[src/rtl/wb_byte_loader.sv]
// Byte-stream to Wishbone master bridge: parses 'W'/'R' command packets and answers
// with 'K', 'E' or four read-data bytes. Define LOADER_AUTOINC_EN for 'w'/'r' auto-increment.
module wb_byte_loader #(
    parameter int unsigned TIMEOUT_CYCLES = 255
) (
    input  logic        clock,
    input  logic        reset_n,
    input  logic [7:0]  rx_data,
    input  logic        rx_valid,
    output logic        rx_ready,
    output logic [7:0]  tx_data,
    output logic        tx_valid,
    input  logic        tx_ready,
    output logic [31:0] wb_addr_o,
    output logic [31:0] wb_data_o,
    output logic        wb_we_o,
    output logic        wb_cyc_o,
    output logic        wb_strobe_o,
    input  logic [31:0] wb_data_i,
    input  logic        wb_ack_i,
    output logic        busy
);

    typedef enum logic [2:0] {
        StIdle,
        StAddr,
        StData,
        StWb,
        StResp
    } state_e;

    localparam logic [7:0]  CmdWrite = 8'h57;
    localparam logic [7:0]  CmdRead  = 8'h52;
    localparam logic [7:0]  RspOk    = 8'h4B;
    localparam logic [7:0]  RspErr   = 8'h45;
    localparam logic [15:0] TmoLast  = 16'(TIMEOUT_CYCLES - 1);

    state_e      r_state, w_state;
    logic [1:0]  r_cnt, w_cnt;
    logic [31:0] r_addr, w_addr;
    logic [31:0] r_data, w_data;
    logic [31:0] r_rdata, w_rdata;
    logic        r_we, w_we;
    logic        r_err, w_err;
    logic [15:0] r_tmo, w_tmo;
    logic        w_rx_fire;
    logic        w_tx_fire;
    logic        w_last_tx;

    assign rx_ready    = (r_state == StIdle) || (r_state == StAddr) || (r_state == StData);
    assign tx_valid    = (r_state == StResp);
    assign wb_cyc_o    = (r_state == StWb);
    assign wb_strobe_o = (r_state == StWb);
    assign busy        = (r_state != StIdle);
    assign wb_addr_o   = r_addr;
    assign wb_data_o   = r_data;
    assign wb_we_o     = r_we;

    assign w_rx_fire = rx_valid && rx_ready;
    assign w_tx_fire = tx_valid && tx_ready;
    // Errors and write acks are single-byte responses; reads send four bytes.
    assign w_last_tx = r_err || r_we || (r_cnt == 2'd3);

    always_comb begin
        tx_data = 8'h00;
        if (r_err) begin
            tx_data = RspErr;
        end else if (r_we) begin
            tx_data = RspOk;
        end else begin
            unique case (r_cnt)
                2'd0:    tx_data = r_rdata[31:24];
                2'd1:    tx_data = r_rdata[23:16];
                2'd2:    tx_data = r_rdata[15:8];
                default: tx_data = r_rdata[7:0];
            endcase
        end
    end

    always_comb begin
        w_state = r_state;
        w_cnt   = r_cnt;
        w_addr  = r_addr;
        w_data  = r_data;
        w_rdata = r_rdata;
        w_we    = r_we;
        w_err   = r_err;
        w_tmo   = r_tmo;
        unique case (r_state)
            StIdle: begin
                if (w_rx_fire) begin
                    case (rx_data)
                        CmdWrite: begin
                            w_we    = 1'b1;
                            w_cnt   = 2'd0;
                            w_state = StAddr;
                        end
                        CmdRead: begin
                            w_we    = 1'b0;
                            w_cnt   = 2'd0;
                            w_state = StAddr;
                        end
`ifdef LOADER_AUTOINC_EN
                        8'h77: begin
                            w_we    = 1'b1;
                            w_cnt   = 2'd0;
                            w_state = StData;
                        end
                        8'h72: begin
                            w_we    = 1'b0;
                            w_tmo   = 16'd0;
                            w_state = StWb;
                        end
`endif
                        default: ;
                    endcase
                end
            end
            StAddr: begin
                if (w_rx_fire) begin
                    w_addr = {r_addr[23:0], rx_data};
                    w_cnt  = r_cnt + 2'd1;
                    if (r_cnt == 2'd3) begin
                        w_cnt   = 2'd0;
                        w_tmo   = 16'd0;
                        w_state = r_we ? StData : StWb;
                    end
                end
            end
            StData: begin
                if (w_rx_fire) begin
                    w_data = {r_data[23:0], rx_data};
                    w_cnt  = r_cnt + 2'd1;
                    if (r_cnt == 2'd3) begin
                        w_cnt   = 2'd0;
                        w_tmo   = 16'd0;
                        w_state = StWb;
                    end
                end
            end
            StWb: begin
                // Ack beats the timeout when both land on the same cycle.
                if (wb_ack_i) begin
                    if (!r_we) begin
                        w_rdata = wb_data_i;
                    end
`ifdef LOADER_AUTOINC_EN
                    w_addr = r_addr + 32'd4;
`endif
                    w_err   = 1'b0;
                    w_cnt   = 2'd0;
                    w_state = StResp;
                end else if (r_tmo == TmoLast) begin
                    w_err   = 1'b1;
                    w_cnt   = 2'd0;
                    w_state = StResp;
                end else begin
                    w_tmo = r_tmo + 16'd1;
                end
            end
            StResp: begin
                if (w_tx_fire) begin
                    if (w_last_tx) begin
                        w_cnt   = 2'd0;
                        w_state = StIdle;
                    end else begin
                        w_cnt = r_cnt + 2'd1;
                    end
                end
            end
            default: w_state = StIdle;
        endcase
    end

    always_ff @(posedge clock or negedge reset_n) begin
        if (!reset_n) begin
            r_state <= StIdle;
            r_cnt   <= 2'd0;
            r_addr  <= 32'd0;
            r_data  <= 32'd0;
            r_rdata <= 32'd0;
            r_we    <= 1'b0;
            r_err   <= 1'b0;
            r_tmo   <= 16'd0;
        end else begin
            r_state <= w_state;
            r_cnt   <= w_cnt;
            r_addr  <= w_addr;
            r_data  <= w_data;
            r_rdata <= w_rdata;
            r_we    <= w_we;
            r_err   <= w_err;
            r_tmo   <= w_tmo;
        end
    end

endmodule

[config.mk]
export PLATFORM = sky130hd
export DESIGN_NAME = wb_byte_loader
export DESIGN_NICKNAME = d
export VERILOG_FILES = /design/src/rtl/wb_byte_loader.sv
export SDC_FILE = /design/constraint.sdc
export NUM_CORES = 1
export LEC_CHECK = 0
export CORE_MARGIN = 2
export CORE_UTILIZATION = 42
export CTS_CLUSTER_DIAMETER = 120
export CTS_CLUSTER_SIZE = 20
export DETAILED_ROUTE_END_ITERATION = 12
export GPL_TIMING_DRIVEN = 0
export PLACE_DENSITY = 0.69
export RECOVER_POWER = 100
export SLEW_MARGIN = 20
export SYNTH_ARGS = -nofsm -noshare
export SYNTH_HDL_FRONTEND = slang
export SYNTH_SLANG_ARGS = --single-unit
[constraint.sdc]
create_clock -name clock -period 3.4 [get_ports clock]
set_input_delay 0.51 -clock clock [delete_from_list [all_inputs] [get_ports clock]]
set_output_delay 0.51 -clock clock [all_outputs]
set_load 0.03 [all_outputs]
==> results.yml, run 1 <==
status:
  outcome: "finished with violations"
  violations: "capacitance limit, slew limit"
grt:
  grt.total_usage_pct: 19.7
  gr-usage-met2_pct: 31.7
  antenna_found_initial: 0
  grt_max_degree: 82
  grt_pass1_wl_um: 20300
  busiest_layer: "met2"
  grtUsageMet3_pct: 5.39
  gr-usage-met1_pct: 25.4
  gr-total-overflow: 0
  grt_pass1_vias: 4093
min_path:
  hp-class: "flop to flop"
  hp-start: "wb_data_o[29]"
floorplan:
  die_w_um: 116
  core_area_sq_mm: 0.0121
  die_area_sq_mm: 0.0134
  io_pins: 123
  die_h_um: 116
  num_rows: 40
  start_util_pct: 43.3
worst_setup_path:
  crit_path_max_fanout: 8
  rr_startpoint: "r_tmo[0]"
  crit_family: "buffers and inverters"
  cpMaxStageDelayCell: "dlygate4sd3_1"
  rrSetupSlack_ns: 0.34
  critPathArrivalTime_ns: 2.73
  cp_num_cells: 8
  crit_type: "flop to primary output"
  endpoint: "tx_data[0]"
  endpoint_kind: "primary output"
  worstPathCellList: "inv_1, ha_1, clkbuf_1, a222oi_1, nand2_1, o21ai_0, nand2_1, dlygate4sd3_1"
  crit_path_frequent_cell: "nand2_1"
  r2r-end: "r_tmo[8]"
  crit_start: "r_cnt[0]"
  worstPathBufferInverterCount: 3
  rr_worst_depth: 9
  cp.required_ns: 2.89
  max_stage_delay_ns: 0.70
  cp-start-kind: "flop"
clocking:
  clock_latency_ns: 0.40
  clock-root-buffer: "clkbuf_16"
  ctsHoldBuffers: 0
  htreeDepth: 4
  clock-sinks: 119
  cts_buffers: 17
  cts_setup_buffers: 0
  clkSlewWorstSetupHoldPaths_ns: 0.06
  cts_max_path_buffers: 2
  tritoncts: "done"
logic_synthesis:
  synth-xor-area-share_pct: 0.643
  synth.top_cell.area_share_pct: 56.7
  synthCells: 408
  synth-async-reset-ratio_pct: 100
  synth_edf_count: 0
  synth_adder_area_share_pct: 1.43
  synth_top_family_by_area: "multiplexers"
  ys_types: 50
  synth-simple-area-share_pct: 9.44
  synth_compound_area_share_pct: 7.58
  ys_top_cells_by_count: "dfrtp_1 (119), mux2_1 (64), mux2_2 (34), a21oi_1 (23), nand2_1 (18)"
  yosysTopAreaCell: "dfrtp_1"
  synthMuxAreaShare_pct: 21.2
  avgSynthCellArea_sq_um: 12.9
  yosys_most_used_dff: "dfrtp_1"
  syn-cell-area_sq_mm: 0.00525
  yosys_register_bits: 119
  synth_most_common_cell: "dfrtp_1"
  ys_seq_area_share_pct: 56.7
  yosysWarnings: 0
  synth_area_leaders: "dfrtp_1 (57%), mux2_1 (14%), mux2_2 (7.3%)"
  synthesis.nets: 459
sta:
  clock.fmax_mhz: 309
  slew_headroom_pct: -45.0
  whs_ns: 0.477
  worstMarginPinSlew_ns: 2.18
  finClkSkew_ns: 0.00867
  rsz0062_at_grt: "false"
  hold_violations: 0
  finalCritPeriodShare_pct: 95.2
  post-route-min-period_ns: 3.24
  setup_violations: 0
  slew_violations: 39
pwr:
  total_power_mw: 7.60
  cellPowerDensity_mw_per_mm2: 1040
  vdd_ir_drop_max_uv: 647
  cellLeakagePower_nw: 3.25
detailed_routing:
  routed_wl_um: 12200
  via_per_inst: 5.16
  dr.pass1.iters: 5
  ant_nets: 0
  num_vias: 3772
  wl_per_cell_um: 16.7
  drc: 0
  drtIter0Drc: 263
layout:
  num-fill-cells: 1017
  drive_gt1_share_pct: 13.0
  seq_area_sq_mm: 0.00298
  area_growth_pct: 39.3
  n_antenna_cell: 0
  instances_no_fill: 731
  final_net_count: 601
  multi_input_area_sq_mm: 0.00210
placed_design:
  gp_congestion: 0.836
  placed_cells: 699
  io_buffers: 122
  dp_hpwl_um: 8730
flow_run:
  max-cap-violations: 1
-- sequential cells by signal, summed over array words and instances (netlist names) --
register and count:
r_tmo 16, r_rdata 32, r_cnt 2, wb_data_o 32
wb_addr_o 32, r_state 3, r_err 1, wb_we_o 1
-- stage by stage --
step	TNS, ns	setup WS [ns]	cell area, sq um	util [%]
3_5_place_dp	0	0.590	6710	55.4
3_3_place_gp	-319.96	-2.70	6680	55.2
2_1_floorplan	0	1.14	5250	-
5_1_grt	0	0.0282	7310	60.4
4_1_cts	0	0.131	7370	60.9
6_report	0	0.164	7310	60.4
-- placed cells by master, fill, tap and decap left out, drive strengths merged, types with 3 or more instances in the layout --
master / count
dfrtp: 119
clkbuf: 41
or3: 10
nand2: 18
dlygate4sd3: 74
o21ai: 14
xnor2: 3
clkdlybuf4s50: 46
buf: 5
clkinvlp: 3
bufinv: 5
nand4: 7
o211ai: 3
ha: 6
a21oi: 24
nand2b: 3
and3: 3
nor3: 8
or4: 4
nand3: 6
inv: 10
mux2: 98
o31ai: 3
a222oi: 8
clkinv: 3
nor2: 15
-- worst min-delay path by stage --
| stage | to | slack [ns] | depth (start not counted) |
|---|---|---|---|
| detailed placement | wb_data_o[28] | 0.44 | 1 |
| finish | wb_data_o[29] | 0.48 | 1 |
| floorplan | r_cnt[0] | 0.21 | 0 |
| global placement | r_rdata[6] | 0.46 | 1 |
| CTS | wb_data_o[26] | 0.01 | 1 |
| global route | wb_data_o[29] | 0.49 | 1 |
-- power breakdown --
part / internal (mW) / switching [mW] / total [mW]
combinational: 1.34 / 1.82 / 3.15
clock: 1.33 / 0.659 / 1.99
sequential: 2.04 / 0.423 / 2.46
total: 4.71 / 2.90 / 7.60
-- worst register-to-register path: cells and delay by family (launching register included) --
family / cells / cell delay [ns]
and+or+nand+nor: 2 / 0.59
buffers and inverters: 3 / 0.90
DFF: 1 / 0.42
adders and majority gates: 1 / 0.15
AOI/OAI and AO/OA: 3 / 0.94
-- routing by layer --
metal	up-vias	share of wire (%)	wire, um
met5	-	0	0
met4	0	1.6	192
met3	15	3.6	436
met2	89	51	6210
met1	1890	44	5370
li1	1778	-	-
-- cell families (layout without fill, tap and decap cells) --
family                   count (synthesis)  in the layout
AO/OA/AOI/OAI                           62             62
XOR/XNOR                                 3              3
adder cells (fa/ha/maj)                  6              6
buffers and inverters                   32            187
flip-flops                             119            119
multiplexers                            99             99
AND/OR/NAND/NOR                         87             87
-- area by class of cell --
cell class / count / area share (%)
Buffer: 25 / 1.45
Timing Repair Buffer: 123 / 16.9
Clock inverter: 14 / 3.03
Sequential cell: 119 / 40.7
Clock buffer: 18 / 6.00
Multi-Input combinational cell: 257 / 28.7
Inverter: 7 / 0.359
Tap cell: 168 / 2.87
-- what timing repair did --
action | in CTS | in global routing
setup endpoints to repair | 0 | 1
gates resized for setup | 0 | 1
hold endpoints to repair | 0 | 0
(Power assumes the default switching activity.)
==> inputs of run 2 (changes only) <==
Clock period 3.4 ns to 3.25 ns, I/O delays scaled along.
==> run 2 against run 1 <==
  * The run still ends with capacitance limit, slew limit left
  * Utilization down 0.052 points
  * Worst hold slack lost 0.00055 ns
  * Global-route usage barely moved
  * Cell count is 0.27% lower
  * Sequential power is 5% higher
  * Non-clock buffer count fell by 2
  * Critical path type unchanged
  * Critical path depth decreased by 1
  * Design area hardly changed
  * Highest routed layer unchanged
  * Combinational power grew 4%
  * Die area did not move
  * Clock skew is 0.0010 ns lower
  * Register-to-register slack lost 0.02 ns
==> results.yml, run 2 (same netlist as run 1, synthesis figures left out) <==
grt:
  grt.total_usage_pct: 19.7
  grt_pass1_vias: 4099
  grt_pass1_wl_um: 20400
  gr-total-overflow: 0
  grt_max_degree: 82
  antenna_found_initial: 0
worst_setup_path:
  worstPathCellList: "inv_1, ha_1, a222oi_1, nand2_1, a21oi_1, nor2_1, clkdlybuf4s50_1"
  crit_path_max_fanout: 8
  r2r-end: "r_tmo[8]"
  worstPathBufferInverterCount: 2
  cp-start-kind: "flop"
  rrSetupSlack_ns: 0.32
  max_stage_delay_ns: 0.62
  endpoint_kind: "primary output"
  cp.required_ns: 2.76
  crit_family: "buffers and inverters"
  rr_startpoint: "r_cnt[0]"
  crit_type: "flop to primary output"
  cpMaxStageDelayCell: "clkdlybuf4s50_1"
  critPathArrivalTime_ns: 2.54
  rr_worst_depth: 8
sta:
  finClkSkew_ns: 0.00765
  clock.fmax_mhz: 330
  worstMarginPinSlew_ns: 2.21
  hold_violations: 0
  slew_violations: 39
  setup_violations: 0
  rsz0062_at_grt: "false"
  slew_headroom_pct: -47.5
  finalCritPeriodShare_pct: 93.1
  post-route-min-period_ns: 3.03
  whs_ns: 0.476
  fin_ws_ns: 0.224
clocking:
  htreeDepth: 4
  cts_max_path_buffers: 2
  clock-root-buffer: "clkbuf_16"
  tritoncts: "done"
  clkSlewWorstSetupHoldPaths_ns: 0.06
  cts_buffers: 17
  clock_latency_ns: 0.41
  clock-sinks: 119
  cts_setup_buffers: 0
placed_design:
  dp_hpwl_um: 8730
  pre_cts_ws_ns: 0.462
  io_buffers: 122
  gp_congestion: 0.836
floorplan:
  die_h_um: 116
  start_util_pct: 43.3
  die_area_sq_mm: 0.0134
  io_pins: 123
  die_w_um: 116
  core_area_sq_mm: 0.0121
  num_rows: 40
pwr:
  cellPowerDensity_mw_per_mm2: 1090
  p_sw_mw: 3.03
  pwr-share-clk_pct: 26.2
  seqPwrFrac_pct: 32.4
  p_comb_share_pct: 41.3
  vdd_ir_drop_max_uv: 704
  netSwitchingFraction_pct: 38.2
  cellLeakagePower_nw: 3.25
  internal_power_mw: 4.91
layout:
  n_antenna_cell: 0
  mostFrequentLayoutCells: "dfrtp_1 (119), dlygate4sd3_1 (74), mux2_1 (64)"
  drive_gt1_share_pct: 13.2
  area_growth_pct: 39.2
  num-fill-cells: 1022
  layout_commonest_cell: "dfrtp_1"
  final_net_count: 599
min_path:
  hp-start: "wb_data_o[29]"
  hp-class: "flop to flop"
  hold_path_depth: 1
  min_to: "wb_data_o[29]"
detailed_routing:
  wl_per_cell_um: 16.7
  drc: 0
  dr.pass1.iters: 5
  drtIter0Drc: 260
  ant_nets: 0
  via_per_inst: 5.18
  num_vias: 3777
  routed_wl_um: 12200
flow_run:
  max-cap-violations: 1
status:
  violations: "capacitance limit, slew limit"
  outcome: "finished with violations"
[run 2: cell types whose count changed in the layout (fill, tap and decap cells not counted)]
| cell | previous run | this run |
|---|---|---|
| clkbuf_2 | 0 | 1 |
| clkbuf_1 | 23 | 21 |
| buf_1 | 1 | 0 |
[run 2: cell type report]
type	count	area (sq um)	area share, %
flip-flops and latches	119	2980	40.7
multi-input cells	257	2100	28.7
repair buffers	124	1240	17.0
clock buffers	18	439	6.01
clock inverters	14	221	3.03
well taps	168	210	2.88
plain buffers	22	96.3	1.32
inverters	7	26.3	0.360
[run 2: metrics by stage]
step	total power, mW	area [sq um]	instances	util (%)	setup TNS, ns
final	7.94	7310	729	60.3	0
after detailed placement	6.11	6710	699	55.4	0
after global routing	8.40	7310	729	60.3	0
after floorplan	4.68	5250	408	-	0
after CTS	8.24	7380	732	60.9	0
after global placement	6.01	6680	698	55.2	-335.13
[run 2: how the worst max path moves through the flow]
stage               depth (start not counted)           to  slack, ns  startpoint
detailed placement                          8   tx_data[1]       0.46    r_cnt[0]
CTS                                         8   tx_data[1]      0.004    r_cnt[0]
finish                                      7   tx_data[3]       0.22    r_cnt[0]
global placement                            1  r_rdata[16]      -2.83     reset_n
floorplan                                   7   tx_data[4]       1.02    r_cnt[0]
global route                                8     r_tmo[7]       0.03    r_cnt[0]
[run 2: per-layer routing]
layer	track usage, %	part of all wire (%)
met1	25.5	44
met2	31.7	50
met4	7.46	2.0
met3	5.39	4.4
met5	0	0
[run 2: repair_timing]
item | CTS | global route
hold buffers | 1 | 0
setup endpoints to repair | 0 | 7
gates resized for setup | 0 | 2
endpoints found under the hold margin | 16 | 0
[run 2: power by group through the flow]
stage	logic, mW	registers, mW	clock network (mW)
floorplan	1.52	3.16	0
global placement	3.43	2.58	0
detailed placement	3.50	2.61	0
CTS	3.53	2.60	2.12
global route	3.54	2.67	2.20
finish	3.28	2.58	2.08
==> inputs of run 3 (changes only) <==
Settings changed: PLACE_DENSITY 0.69 to 0.78.
==> run 3 against run 2 <==
  * The flow still finishes with violations (capacitance limit, slew limit)
  * Flip-flop and latch count is the same
  * Register-to-register slack gained 0.04 ns
  * Via count grew 2.1%
  * Combinational power is essentially flat
  * Utilization shrank 0.71 points
  * Non-clock buffer count is the same
  * Die area is the same
  * Clock skew is essentially flat
  * Global-route usage is essentially flat
  * First-iteration DRC count grew 2.7%
  * Sequential share of layout area grew 0.49 points
==> results.yml, run 3 (same netlist as run 1, synthesis figures left out) <==
status:
  violations: "capacitance limit, slew limit"
  outcome: "finished with violations"
floorplan:
  start_util_pct: 43.3
  io_pins: 123
  core_area_sq_mm: 0.0121
  die_area_sq_mm: 0.0134
  die_h_um: 116
  num_rows: 40
  die_w_um: 116
grt:
  grt_pass1_wl_um: 20300
  grt_pass1_vias: 4057
  grt_max_degree: 63
  gr-total-overflow: 0
  antenna_found_initial: 0
  grt.total_usage_pct: 19.7
sta:
  worstMarginPinSlew_ns: 1.53
  whs_ns: 0.420
  finalSetupTns_ns: 0
  finClkSkew_ns: 0.00777
  slew_headroom_pct: -1.70
  slew_violations: 63
  hold_violations: 0
  clock.fmax_mhz: 326
  rsz0062_at_grt: "false"
  fin_ws_ns: 0.184
  post-route-min-period_ns: 3.07
  finalCritPeriodShare_pct: 94.3
  setup_violations: 0
placed_design:
  placed_area_sq_mm: 0.00671
  io_buffers: 122
  dp_hpwl_um: 9010
  gp_congestion: 0.778
  placed_cells: 699
  pre_cts_ws_ns: 0.479
worst_setup_path:
  max_stage_delay_ns: 0.70
  endpoint_kind: "primary output"
  crit_path_max_fanout: 8
  rr_startpoint: "r_tmo[0]"
  r2r-end: "r_tmo[7]"
  cp_num_cells: 8
  critPathArrivalTime_ns: 2.58
  worstPathCellList: "inv_1, ha_1, clkbuf_1, a222oi_1, nor2_1, a21oi_1, nor3_1, clkdlybuf4s50_1"
  endpoint: "tx_data[5]"
  cpMaxStageDelayCell: "clkdlybuf4s50_1"
  cp-start-kind: "flop"
  rr_worst_depth: 9
  worstPathBufferInverterCount: 3
  cp.required_ns: 2.76
  crit_family: "buffers and inverters"
  crit_type: "flop to primary output"
  rrSetupSlack_ns: 0.36
  crit_start: "r_cnt[1]"
detailed_routing:
  via_per_inst: 5.32
  top_layer: "met4"
  dr_wl_met3_um: 467
  wl_met1_um: 5420
  num_vias: 3856
  drc: 0
  ant_nets: 0
  dr_wl_met2_um: 6600
  dr.pass1.iters: 6
  drtIter0Drc: 267
  wl_per_cell_um: 17.5
  routed_wl_um: 12700
layout:
  final_net_count: 599
  area_growth_pct: 37.6
  layout_commonest_cell: "dfrtp_1"
  mostFrequentLayoutCells: "dfrtp_1 (119), dlygate4sd3_1 (73), mux2_1 (64)"
  instances_no_fill: 725
  drive_gt1_share_pct: 12.6
  n_antenna_cell: 0
  fin_util_pct: 59.6
  design_area_sq_mm: 0.00722
clocking:
  cts_max_path_buffers: 2
  tritoncts: "done"
  clock_latency_ns: 0.41
  htreeDepth: 4
  clock-sinks: 119
  clkSlewWorstSetupHoldPaths_ns: 0.05
  ctsHoldBuffers: 0
  cts_setup_buffers: 0
  clock-root-buffer: "clkbuf_16"
  cts_buffers: 17
  cts_resized: 0
pwr:
  total_power_mw: 7.79
  cellPowerDensity_mw_per_mm2: 1080
  cellLeakagePower_nw: 3.23
  vdd_ir_drop_max_uv: 654
flow_run:
  max-cap-violations: 1
min_path:
  hp-class: "input port to async pin"
[run 3: cell count changes in the layout (fill, tap and decap cells not counted), moves of 2 or more]
| cell | before | now |
|---|---|---|
| bufinv_16 | 5 | 3 |
| clkbuf_1 | 21 | 24 |
| clkbuf_8 | 1 | 5 |
| clkinv_4 | 2 | 0 |
| clkinvlp_4 | 3 | 0 |
| inv_6 | 3 | 0 |
| o21ai_0 | 9 | 11 |
| o21ai_1 | 5 | 3 |
[run 3: worst min path at each step]
stage / cells after the start / end / start
6_report: 1 / wb_data_o[28] / reset_n
5_1_grt: 1 / wb_data_o[29] / wb_data_o[29]
4_1_cts: 1 / wb_data_o[28] / reset_n
3_5_place_dp: 1 / r_rdata[1] / r_rdata[1]
3_3_place_gp: 1 / wb_data_o[29] / wb_data_o[29]
2_1_floorplan: 0 / r_cnt[0] / reset_n
[run 3: per-layer routing]
metal / track usage [%] / up-vias
li1: - / 1780
met1: 24.2 / 1952
met2: 33.4 / 105
met3: 4.24 / 19
met4: 8.89 / 0
met5: 0 / -
[run 3: layout make-up]
type,instances,area (sq um)
plain buffers,23,104
inverters,7,26.3
multi-input cells,257,2110
well taps,168,210
repair buffers,123,1200
fillers,1020,4890
flip-flops and latches,119,2980
clock inverters,3,90.1
clock buffers,25,505
[run 3: power by group]
group          switching [mW]  internal, mW
registers               0.443          2.14
clock network           0.615          1.29
logic                    1.93          1.38
